$ cat src/rtl/vram_pkg.sv
// vram_pkg: slot states, I/O port offsets and byte-mask encodings shared by the VRAM arbiter
package vram_pkg;
    typedef enum logic [1:0] {S_IDLE, S_READ, S_WRITE, S_FILL} slot_t;
    localparam logic [7:0] IO_LO   = 8'd0;
    localparam logic [7:0] IO_HI   = 8'd1;
    localparam logic [7:0] IO_DATA = 8'd2;
    localparam logic [1:0] DS_FULL = 2'b00;
    localparam logic [1:0] DS_LO   = 2'b10;
    localparam logic [1:0] DS_HI   = 2'b01;
    localparam logic [1:0] DS_NONE = 2'b11;
endpackage

$ cat src/rtl/vram_wr_fifo.sv
// vram_wr_fifo: synchronous CPU write FIFO with registered full/empty flags
module vram_wr_fifo #(
    parameter int DEPTH = 4,
    parameter int WIDTH = 24
) (
    input  logic             clk,
    input  logic             rst,
    input  logic             i_push,
    input  logic             i_pop,
    input  logic [WIDTH-1:0] i_din,
    output logic [WIDTH-1:0] o_dout,
    output logic             o_empty,
    output logic             o_full,
    output logic             o_drop
);
    localparam int AW = $clog2(DEPTH);
    logic [WIDTH-1:0] r_mem [DEPTH];
    logic [AW-1:0]    r_wp, r_rp;
    logic [AW:0]      r_cnt, w_cnt_nx;
    logic             r_empty, r_full, w_push, w_pop;
    assign w_pop    = i_pop && !r_empty;
    // a pop on the same edge frees the slot a full-FIFO push needs
    assign w_push   = i_push && (!r_full || w_pop);
    assign w_cnt_nx = r_cnt + (AW+1)'(w_push) - (AW+1)'(w_pop);
    assign o_dout   = r_mem[r_rp];
    assign o_empty  = r_empty;
    assign o_full   = r_full;
    assign o_drop   = i_push && !w_push;
    always_ff @(posedge clk) begin
        if (w_push) r_mem[r_wp] <= i_din;
    end
    always_ff @(posedge clk) begin
        if (rst) begin
            r_wp    <= '0;
            r_rp    <= '0;
            r_cnt   <= '0;
            r_empty <= 1'b1;
            r_full  <= 1'b0;
        end else begin
            if (w_push) r_wp <= r_wp + AW'(1);
            if (w_pop) r_rp <= r_rp + AW'(1);
            r_cnt   <= w_cnt_nx;
            r_empty <= w_cnt_nx == '0;
            r_full  <= w_cnt_nx == (AW+1)'(DEPTH);
        end
    end
endmodule

$ cat src/rtl/vram_arbiter.sv
// vram_arbiter: 8-cycle slot arbiter sharing SDRAM between display reads, CPU writes and fills
module vram_arbiter
    import vram_pkg::*;
#(
    parameter logic [7:0]  IO_BASE      = 8'h40,
    parameter int          FIFO_DEPTH   = 4,
    parameter logic [15:0] FILL_LAST    = 16'h07FF,
    parameter int          MAX_READ_RUN = 3
) (
    input  logic        clk64,
    input  logic        reset,
    input  logic        sync,
    input  logic        io_wr,
    input  logic [7:0]  io_addr,
    input  logic [7:0]  io_data,
    input  logic        disp_req,
    input  logic [15:0] disp_addr,
    output logic [15:0] disp_data,
    output logic        disp_valid,
    input  logic        fill_start,
    input  logic [15:0] fill_value,
    output logic        fill_busy,
    output logic        fifo_full,
    output logic        overflow,
    output logic [15:0] sd_addr,
    output logic        sd_we,
    output logic        sd_oe,
    output logic [15:0] sd_din,
    output logic [1:0]  sd_ds,
    input  logic [15:0] sd_dout
);
    slot_t       r_state, w_next;
    logic [15:0] r_vram_addr, r_fill_ptr, r_fill_val, r_sd_addr, r_sd_din, r_disp_data;
    logic        r_fill_busy, r_fill_last, r_overflow, r_sd_we, r_sd_oe, r_disp_valid;
    logic [1:0]  r_sd_ds;
    logic [7:0]  r_run;
    logic        w_push, w_pop, w_drop, w_empty, w_full;
    logic        w_fill_load, w_fill_end, w_busy_eff, w_force_wr, w_we, w_oe;
    logic [15:0] w_ptr_eff, w_val_eff, w_addr, w_din;
    logic [1:0]  w_ds;
    logic [23:0] w_head;
    vram_wr_fifo #(.DEPTH(FIFO_DEPTH), .WIDTH(24)) u_fifo (
        .clk(clk64), .rst(reset), .i_push(w_push), .i_pop(w_pop),
        .i_din({r_vram_addr, io_data}), .o_dout(w_head),
        .o_empty(w_empty), .o_full(w_full), .o_drop(w_drop)
    );
    assign w_push      = io_wr && io_addr == IO_BASE + IO_DATA;
    assign w_pop       = sync && w_next == S_WRITE;
    // a fill starting on the grant edge is visible to that grant
    assign w_fill_load = fill_start && !r_fill_busy;
    assign w_fill_end  = sync && r_state == S_FILL && r_fill_last;
    assign w_busy_eff  = w_fill_load || (r_fill_busy && !w_fill_end);
    assign w_ptr_eff   = w_fill_load ? '0 : r_fill_ptr;
    assign w_val_eff   = w_fill_load ? fill_value : r_fill_val;
    assign w_force_wr  = !w_empty && r_run >= 8'(MAX_READ_RUN);
    always_comb begin
        w_next = !sync ? r_state :
                 (disp_req && !w_force_wr) ? S_READ :
                 !w_empty ? S_WRITE :
                 w_busy_eff ? S_FILL : S_IDLE;
    end
    always_comb begin
        w_we   = w_next == S_WRITE || w_next == S_FILL;
        w_oe   = w_next == S_READ;
        w_addr = w_next == S_READ ? disp_addr :
                 w_next == S_WRITE ? {1'b0, w_head[23:9]} :
                 w_next == S_FILL ? w_ptr_eff : '0;
        w_din  = w_next == S_WRITE ? {2{w_head[7:0]}} :
                 w_next == S_FILL ? w_val_eff : '0;
        w_ds   = w_next == S_WRITE ? (w_head[8] ? DS_HI : DS_LO) :
                 w_next == S_IDLE ? DS_NONE : DS_FULL;
    end
    always_ff @(posedge clk64) begin
        if (reset) begin
            r_state   <= S_IDLE;
            r_sd_addr <= '0;
            r_sd_din  <= '0;
            r_sd_we   <= 1'b0;
            r_sd_oe   <= 1'b0;
            r_sd_ds   <= DS_NONE;
            r_run     <= '0;
        end else begin
            r_state <= w_next;
            if (sync) begin
                r_sd_addr <= w_addr;
                r_sd_din  <= w_din;
                r_sd_we   <= w_we;
                r_sd_oe   <= w_oe;
                r_sd_ds   <= w_ds;
                r_run     <= (w_next == S_READ && !w_empty) ? r_run + 8'd1 : '0;
            end
        end
    end
    always_ff @(posedge clk64) begin
        if (reset) begin
            r_vram_addr  <= '0;
            r_overflow   <= 1'b0;
            r_fill_busy  <= 1'b0;
            r_fill_last  <= 1'b0;
            r_fill_ptr   <= '0;
            r_fill_val   <= '0;
            r_disp_data  <= '0;
            r_disp_valid <= 1'b0;
        end else begin
            if (io_wr && io_addr == IO_BASE + IO_LO) r_vram_addr[7:0] <= io_data;
            else if (io_wr && io_addr == IO_BASE + IO_HI) r_vram_addr[15:8] <= io_data;
            else if (w_push && !w_drop) r_vram_addr <= r_vram_addr + 16'd1;
            r_overflow <= r_overflow || w_drop;
            if (w_fill_end) r_fill_busy <= 1'b0;
            else if (w_fill_load) r_fill_busy <= 1'b1;
            if (w_fill_load) r_fill_val <= fill_value;
            if (sync && w_next == S_FILL) begin
                r_fill_ptr  <= w_ptr_eff == FILL_LAST ? w_ptr_eff : w_ptr_eff + 16'd1;
                r_fill_last <= w_ptr_eff == FILL_LAST;
            end else if (w_fill_load) r_fill_ptr <= '0;
            r_disp_valid <= sync && r_state == S_READ;
            if (sync && r_state == S_READ) r_disp_data <= sd_dout;
        end
    end
    assign sd_addr    = r_sd_addr;
    assign sd_din     = r_sd_din;
    assign sd_we      = r_sd_we;
    assign sd_oe      = r_sd_oe;
    assign sd_ds      = r_sd_ds;
    assign disp_data  = r_disp_data;
    assign disp_valid = r_disp_valid;
    assign fill_busy  = r_fill_busy;
    assign fifo_full  = w_full;
    assign overflow   = r_overflow;
endmodule

$ cat config.mk
export PLATFORM = sky130hd
export DESIGN_NAME = vram_arbiter
export DESIGN_NICKNAME = d
export VERILOG_FILES = /design/src/rtl/vram_pkg.sv /design/src/rtl/vram_wr_fifo.sv /design/src/rtl/vram_arbiter.sv
export SDC_FILE = /design/constraint.sdc
export NUM_CORES = 1
export LEC_CHECK = 0
export ABC_AREA = 0
export CAP_MARGIN = 20
export CORE_ASPECT_RATIO = 0.6
export CORE_MARGIN = 5
export CORE_UTILIZATION = 50
export DETAILED_ROUTE_END_ITERATION = 8
export GPL_TIMING_DRIVEN = 0
export PLACE_DENSITY = 0.77
export SYNTH_ARGS = -nofsm -noshare
export SYNTH_HDL_FRONTEND = slang
export SYNTH_SLANG_ARGS = --single-unit
$ cat constraint.sdc
create_clock -name clk64 -period 3.1 [get_ports clk64]
set_input_delay 0.465 -clock clk64 [delete_from_list [all_inputs] [get_ports clk64]]
set_output_delay 0.465 -clock clk64 [all_outputs]
set_load 0.02 [all_outputs]
After elaboration in Yosys (flattened, before gate mapping). Memories as Yosys holds them, arrays and structs flattened. A register that Yosys moved wholly into a read port is not among the register bits. Cells that the tools add are included.

Logic and storage cells: 102. Bits of input ports: 70. Memories: 1. Flip-flop bits (word level): 123. RAM bits: 96. Output and inout bits: 56.

Memory list: u_fifo.r_mem (words 4, bits a word 24, read ports 1, clocked after Yosys merged registers in 1, write ports 1, RTL line vram_wr_fifo.sv:17) `logic [WIDTH-1:0] r_mem [DEPTH];`.

$add $sub $neg: 7. Bitwise logic cells: 1. Magnitude comparators: 1. Equal/unequal tests: 11. Mux-type cells: 25. Reduce and logical (&&, ||, !) cells: 35.

Operator list (number): 16-bit 2-to-1 mux (10); 16-bit by 1-bit adder with 16-bit output, second input constant (2); 8-bit 2-to-1 mux (4); 8-bit by 7-bit == test with 1-bit output, second input constant (3); 2-bit 2-to-1 mux (9); 1-bit logical AND (17); 16-bit by 11-bit == test with 1-bit output, second input constant (1); 8-bit by 1-bit adder with 8-bit output, second input constant (1); 8-bit by 2-bit >= comparator with 1-bit output, second input constant (1); 1-bit logical NOT (7); 2-bit == test, second input constant (3); 2-bit by 1-bit adder with 2-bit output, second input constant (2); 2-bit by 1-bit == test with 1-bit output, second input constant (2); 1-bit logical OR (4); 2-bit AND reduction (2); 2-bit nonzero test (2); 3-bit by 1-bit adder with 3-bit output (1); 3-bit == test, second input constant (1); 3-bit logical NOT (1); 3-bit by 1-bit subtractor with 3-bit output (1); 2-bit logical NOT (1); 1-bit 2-to-1 mux (2); 2-bit != test, second input constant (1); 2-bit OR reduction (1); 1-bit inverter (1).

Depth between registers and ports, before layout.
Depth after elaboration: 22. Depth in mapped cells: 14. Gate-level depth less buffers: 13.

Hierarchy. A second synthesis with hierarchy kept.

Cells, all modules: 776. Area total of the unflattened synthesis: 9188.8 um^2.

By module, submodules not included: vram_arbiter (times used 1, cells each 598, seq. area each 2282.2 um^2, area each 5156.2 um^2); vram_wr_fifo (times used 1, cells each 178, seq. area each 3103.0 um^2, area each 4032.6 um^2).

Worst setup path after synthesis. Ideal clock, no wire load.

Path type: reg2reg. Start point: register r_run[0]. End point: register u_fifo.r_full, in the netlist u_fifo.o_full. Cell stages (with the launch flop): 15. Arrival: 2800 ps. Clock period less this slack: 2915 ps. Path buffers: 1. Slack: 185 ps. Setup time: 115 ps. Data required time: 2985 ps. Path through: dfxtp_1 -> ha_1 -> nor4b_4 -> a211o_4 -> inv_1 -> clkbuf_1 -> ha_1 -> inv_1 -> ha_1 -> inv_1 -> fa_1 -> xor2_1 -> xnor2_1 -> nor2_1 -> and3_1.

Word-level cells in the longest chain between the ends: 14.

RTL lines: start, declared (RTL line vram_arbiter.sv:36) `logic [7:0] r_run;`; start signal, assigned (RTL line vram_arbiter.sv:90) `r_run <= (w_next == S_READ && !w_empty) ? r_run + 8'd1 : '0;`; 8-bit by 2-bit >= comparator with 1-bit output * (RTL line vram_arbiter.sv:55) `assign w_force_wr = !w_empty && r_run >= 8'(MAX_READ_RUN);`; 1-bit logical AND * (RTL line vram_arbiter.sv:55); 1-bit logical NOT * (RTL line vram_arbiter.sv:58) `(disp_req && !w_force_wr) ? S_READ :`; 1-bit logical AND * (RTL line vram_arbiter.sv:58); 2-bit 2-to-1 mux * (RTL line vram_arbiter.sv:58); 2-bit 2-to-1 mux * (RTL line vram_arbiter.sv:57) `w_next = !sync ? r_state :`; 2-bit == test * (RTL line vram_arbiter.sv:48) `assign w_pop = sync && w_next == S_WRITE;`; 1-bit logical AND * (RTL line vram_arbiter.sv:48); 1-bit logical AND * (RTL line vram_wr_fifo.sv:21) `assign w_pop = i_pop && !r_empty;`; via u_fifo.w_pop (RTL line vram_wr_fifo.sv:20) `logic r_empty, r_full, w_push, w_pop;`; 1-bit logical OR (RTL line vram_wr_fifo.sv:23) `assign w_push = i_push && (!r_full || w_pop);`; 1-bit logical AND (RTL line vram_wr_fifo.sv:23); 3-bit by 1-bit adder with 3-bit output (RTL line vram_wr_fifo.sv:24) `assign w_cnt_nx = r_cnt + (AW+1)'(w_push) - (AW+1)'(w_pop);`; 3-bit by 1-bit subtractor with 3-bit output * (RTL line vram_wr_fifo.sv:24); 3-bit == test * (RTL line vram_wr_fifo.sv:44) `r_full <= w_cnt_nx == (AW+1)'(DEPTH);`; end signal, assigned (RTL line vram_wr_fifo.sv:44); end, declared (RTL line vram_wr_fifo.sv:20).

Mark *: on every way through the listed nets, which the timed path passes. The rest lies on a longest branch. A chain may end at the register's enable or synchronous reset.

Worst setup path in the final report.
Start point: input disp_req. End point: register u_fifo.r_full, in the netlist u_fifo.o_full.

Word-level cells in the longest chain between the ends: 11.

RTL lines: start, declared (RTL line vram_arbiter.sv:16) `input logic disp_req,`; 1-bit logical AND * (RTL line vram_arbiter.sv:58); 2-bit 2-to-1 mux * (RTL line vram_arbiter.sv:58); 2-bit 2-to-1 mux * (RTL line vram_arbiter.sv:57); 2-bit == test * (RTL line vram_arbiter.sv:48); 1-bit logical AND * (RTL line vram_arbiter.sv:48); 1-bit logical AND * (RTL line vram_wr_fifo.sv:21); 1-bit logical OR (RTL line vram_wr_fifo.sv:23); 1-bit logical AND (RTL line vram_wr_fifo.sv:23); 3-bit by 1-bit adder with 3-bit output (RTL line vram_wr_fifo.sv:24); 3-bit by 1-bit subtractor with 3-bit output * (RTL line vram_wr_fifo.sv:24); 3-bit == test * (RTL line vram_wr_fifo.sv:44).

Mark *: on every way between the ends. The rest lies on a longest branch, timed or not.

==> results by group <==
Die
  • Rows: 38
  • Top Ports: 126
  • Core area: 0.0182 mm^2
  • Initial Util: 51.3%
  • Die area: 0.0216 mm^2
  • Chip height: 116 um
  • Die Span X: 187 um

Detailed routing
  • Iter 0 DRT Violations: 521
  • Antenna-violating nets left: 0
  • Vias: 6,877
  • Wirelength per Cell: 19.9 um
  • Drc violations: 0
  • Detailed Routing Iterations Pass 1: 6
  • Total length of routed wires: 23,900 um
  • Vias/cell: 5.72

Min path
  • Worst min-delay path startpoint: disp_data[7]
  • HP Class: reg -> reg

Timing
  • Fin crit period: 2950 ps
  • Setup violators final: 0
  • Fmax: 339 MHz
  • Max-slew violations: 0
  • Worst relative slew slack: 39.0%
  • Period utilization: 95.1%
  • Final Hold Viols: 0
  • Worst-margin pin slew: 914 ps
  • Setup Skew: 18.2 ps

Final layout
  • N_diodes: 0
  • Synth-to-Final Area Change: 25.3%
  • Post-layout nets: 1,028
  • Share of layout cells above drive strength 1: 10.8%
  • Most frequent cells in the layout: 125 x dfxtp_1, 125 x clkdlybuf4s50_1, 96 x edfxtp_1, 81 x nor2_1, 75 x nand2_1
  • Layout Utilization: 64.3%
  • Finished Layout Cells: 1,202

Critical path
  • Worst path slowest cell: clkdlybuf4s50_1
  • Critical Path Source Type: primary input
  • Max Fanout on Critical Path: 8
  • Critical Path RT: 3490 ps
  • FF-to-FF Start: r_run[0]
  • Crit path DAT: 3340 ps
  • Critical path class: in -> reg
  • Max incr delay on CP: 630 ps
  • Crit. End Element: flip-flop
  • CP top delay family: buffers and inverters
  • Buf/Inv on CP: 4
  • CP startpoint: disp_req
  • CP cell instances: clkdlybuf4s50_1 -> nor4b_4 -> a211o_4 -> clkinvlp_4 -> ha_1 -> inv_1 -> ha_1 -> inv_1 -> fa_1 -> xor2_1 -> xnor2_1 -> nor2_1 -> and3_1

Synthesis
  • Seq/Total Area, Yosys: 57.6%
  • Post-synth EDFFs: 96
  • Syn Area/Cell: 11.7 um^2
  • Fraction of registers with async set/reset: 0%
  • FF+latch count, synth: 221
  • Syn nets: 877
  • Library cells used by synthesis: 67
  • Syn. warnings: 0
  • Syn Std Cell Area: 0.00935 mm^2
  • Mapped Cells: 797
  • Main synth FF type: dfxtp_1

Placement
  • Placed cells: 1,166
  • IO buf count: 125
  • Post-DP HPWL: 17,000 um
  • Final Wtd Congestion: 0.871

Global routing
  • Tot GR Track Use: 21.9%
  • Overflow after GRT: 0
  • Vias in the first global route: 6,931
  • Largest net degree at the start of global routing: 18
  • Initial antenna violation count: 0
  • First-pass GRT wire length: 37,800 um

Clocking
  • Worst-path clk slew: 70 ps
  • Root Buffer: clkbuf_16
  • CTS tree: built
  • Worst-Skew Late Latency: 500 ps
  • H-tree Lvls: 1
  • Num CTS Buffers: 20
  • # clock sinks: 221
  • Max clock buf depth: 3

Outcome
  • Run status: finished clean

Power
  • Maximum VDD drop: 397 uV
  • Pleak: 3.89 nW
  • Pwr/cell area: 555 mW/mm^2

Flow run
  • Max Cap Viol: 0
==> through the flow <==
step	setup TNS, ps	hold WS, ps	setup WS [ps]	area [um^2]	total power (W)
3_3_place_gp	-48720	442	-662	10900	0.00396
6_report	0	455	152	11700	0.00650
5_1_grt	-0.0178	472	-0.0178	11700	0.00673
2_1_floorplan	0	440	185	9350	0.00364
4_1_cts	0	457	104	11700	0.00653
3_5_place_dp	-11960	448	-757	11000	0.00398
==> kinds of logic (layout without fill, tap and decap cells) <==
| family | after synthesis | after routing | synth area share [%] |
|---|---|---|---|
| XOR/XNOR | 26 | 26 | 2.44 |
| AND/OR/NAND/NOR | 258 | 258 | 14.0 |
| buffers and inverters | 73 | 238 | 3.16 |
| multiplexers | 57 | 57 | 9.41 |
| AO/OA/AOI/OAI | 152 | 152 | 12.0 |
| adder cells (fa/ha/maj) | 10 | 10 | 1.42 |
| flip-flops | 221 | 221 | 57.6 |
==> area by class of cell <==
class | instances | area (um^2)
buffer | 46 | 195
clock inverter | 8 | 95.1
clock buffer | 28 | 593
tap | 240 | 300
timing repair buffer | 130 | 1370
inverter | 26 | 101
fill | 1413 | 6500
sequential | 221 | 5390
multi-input combinational | 503 | 3670
==> worst register-to-register path: stages, from the launching register on <==
cell and delay [ps]:
dfxtp_1 400, ha_2 270, nor4b_4 70, a211o_4 400, buf_6 180, a21oi_4 270, ha_1 200, inv_1 50
fa_1 370, xor2_1 190, xnor2_1 140, nor2_1 80, and3_1 210
==> state kept, by name (all words and copies together) (netlist names), 3 cells and up, named ones only <==
signal,cells
u_fifo.r_mem,96
disp_data,16
r_fill_ptr,16
r_fill_val,16
r_vram_addr,16
sd_addr,16
sd_din,16
r_run,8
u_fifo.r_cnt,3
==> synth_stat cells, types with 15 or more instances <==
cell type | instances | area (um^2)
mux2i_1 | 26 | 260
nand3_1 | 15 | 75.1
edfxtp_1 | 96 | 2880
xnor2_1 | 20 | 175
a221o_1 | 15 | 150
nor2_1 | 81 | 304
mux4_2 | 24 | 541
nor2b_1 | 16 | 100
clkbuf_1 | 33 | 124
dfxtp_1 | 125 | 2500
nand2_1 | 75 | 282
a21oi_1 | 74 | 370
inv_1 | 25 | 93.8
nand4_1 | 15 | 93.8
a211oi_1 | 19 | 143
==> power by group <==
group	switching (W)	total, W	internal, W	leakage, nW
Combinational	0.000401	0.000754	0.000353	1.67
Sequential	0.0000600	0.00317	0.00311	1.89
Clock	0.00107	0.00258	0.00151	0.333
==> per-layer routing <==
| metal | GRT usage (%) | share of wire [%] | vias up |
|---|---|---|---|
| met2 | 32.5 | 42 | 283 |
| met5 | 0 | 0 | - |
| met4 | 4.61 | 1.4 | 0 |
| met1 | 32.5 | 48 | 3336 |
| li1 | - | - | 3229 |
| met3 | 5.93 | 8.6 | 29 |
==> final timing paths <==
check,endpoint,slack [ps],cells past startpoint
worst max-delay path,u_fifo.o_full,150,13
worst min-delay path,disp_data[7],460,2
worst max register to register,u_fifo.o_full,160,12
worst min register to register,disp_data[7],460,2
==> what timing repair did <==
item                                    4_1_cts  5_1_grt
endpoints found under the setup margin        3        7
gates resized for setup                       1        3
pin swaps                                     0        1
hold buffers                                  0        0
buffers inserted                              1        0
(Power assumes the default switching activity.)
==> RTL edit, RTL diff (same settings) <==
Change the parameter `FIFO_DEPTH` from 4 to 2.
--- a/src/rtl/vram_arbiter.sv
+++ b/src/rtl/vram_arbiter.sv
@@ -3,7 +3,7 @@
     import vram_pkg::*;
 #(
     parameter logic [7:0]  IO_BASE      = 8'h40,
-    parameter int          FIFO_DEPTH   = 4,
+    parameter int          FIFO_DEPTH   = 2,
     parameter logic [15:0] FILL_LAST    = 16'h07FF,
     parameter int          MAX_READ_RUN = 3
 ) (
Formal check against the unedited RTL: not equivalent (Yosys sat finds a counterexample within 4 cycles, from zero or initial values and one cycle with reset high).
==> RTL edit against the original RTL <==
  * Sequential cell count shrank 52
  * Setup slack lost 0.015 ns
  * Sequential share of layout area shrank 5.1 points
  * Routed wire length shrank 14%
  * Sequential power shrank 26%
  * Non-clock buffer count shrank 1
  * Fmax shrank 0.51%
  * Via count shrank 8.3%
  * Power shrank 25%
  * Synthesized area shrank 22%
  * Critical path depth shrank 1
  * Design area shrank 19%
  * Clock skew shrank 0.0096 ns
  * Largest power group unchanged
==> RTL edit: results (changes against the original RTL) <==
- Global Route Usage Sum: 23.7% (+1.8 points)
- FF-to-FF setup slack: 0.18 ns (+0.02 ns)
- Drt via density: 5.75 (+0.55%)
- Synth Area in XOR/XNOR: 3.00% (+0.57 points)
- Filler cells: 1160 (-18%)
- Setup Skew: 0.00856 ns (-0.00964 ns)
- Post-synthesis adder-cell area fraction: 0.858% (-0.56 points)
- Mapped Nets: 811 (-7.5%)
- Area occupied by multi-input gates: 3230 um^2 (-12%)
- Max reg flops: 48 (-50%)
- Num rows: 34 (-11%)
- Worst Setup SP: fill_start
- Fraction of layout cells with a size suffix above 1: 9.69% (-1.1 points)
- Lkg Pwr: 3.20 nW (-18%)
- Worst path max stage delay: 0.47 ns (-0.16 ns)
- DP Area: 8800 um^2 (-20%)
- Status: completed
- NetSw: 0.00121 W (-21%)
- WL per Instance: 18.8 um (-5.7%)
- First-pass GRT wire length: 32.7 mm (-13%)
- Clock buffer cells: 18 (-36%)
- Sequential share of cell area: 40.9% (-5.1 points)
- Synth Register Bits: 169 (-24%)
- Mapped Cells: 736 (-7.7%)
- Pin count of the biggest net entering global routing: 25 (+7)
- GPL Wtd Cong: 0.926 (+6.3%)
- Post-synth top cells: dfxtp_1, nand2_1, nor2_1, edfxtp_1, a21oi_1
- Slew margin rel.: 50.7% (+12 points)
- Non-clock buffers, area share: 15.9% (+2.6 points)
- Peak supply drop: 329 uV (-17%)
- Placed insts: 1059 (-9.2%)
- Number of synthesized flops with an enable pin: 48 (-50%)
- Fin crit period: 2.96 ns (+0.0151 ns)
- Hold endpoint: sd_addr[1]
- Num CTS Buffers: 17 (-15%)
- Critical register-to-register path startpoint: fill_busy
- P&R area growth vs syn: 29.6%
- Non-clock inverter total of the final layout: 10 (-62%)
- CP arrival: 3.32 ns (-0.02 ns)
- Sequential area share after synthesis: 53.0% (-4.6 points)
- Logic power comb: 0.000462 W (-39%)
- Sw Share: 24.9% (+1.3 points)
- Clock latency on the worst-skew pair: 0.43 ns (-0.07 ns)
- Comb_multi_in: 512 (+1.8%)
- Buffers on Ports: 124 (-0.80%)
- ClkCell Share: 6.00% (+0.12 points)
- Clk pwr share: 42.5% (+2.8 points)
- Number of global-route vias before repair: 5999 (-13%)
- WHS: 0.452 ns (-0.00271 ns)
- CP Max Fanout: 10 (+2)
- Buffers excl. clock: 175 (-0.57%)
- H-tree Lvls: 4 (+3)
- Clk buf depth: 2 (-1)
- Crit path capture: r_fill_ptr[2]
[RTL edit: cell count changes after synthesis, moves of 11 or more]
cell | before | now
nand2_1 | 75 | 96
nor2b_1 | 16 | 5
a21oi_1 | 74 | 43
a221o_1 | 15 | 0
mux2_2 | 6 | 18
inv_1 | 25 | 10
edfxtp_1 | 96 | 48
mux4_2 | 24 | 0
nor2_1 | 81 | 67
o21ai_0 | 7 | 19
a31oi_1 | 1 | 18
nand2b_1 | 4 | 18
[RTL edit: per-layer routing]
layer | up-vias | track usage, % | share of wire (%)
met5 | - | 0 | 0
met4 | 0 | 5.47 | 1.0
met3 | 24 | 7.35 | 11
met2 | 335 | 32.5 | 41
met1 | 2963 | 36.2 | 47
li1 | 2983 | - | -
[RTL edit: timing repair]
action / in CTS / in global routing
buffers inserted: 0 / 5
hold buffers: 0 / 0
resized for setup: 8 / 11
endpoints found under the setup margin: 41 / 35
pin swaps: 0 / 1
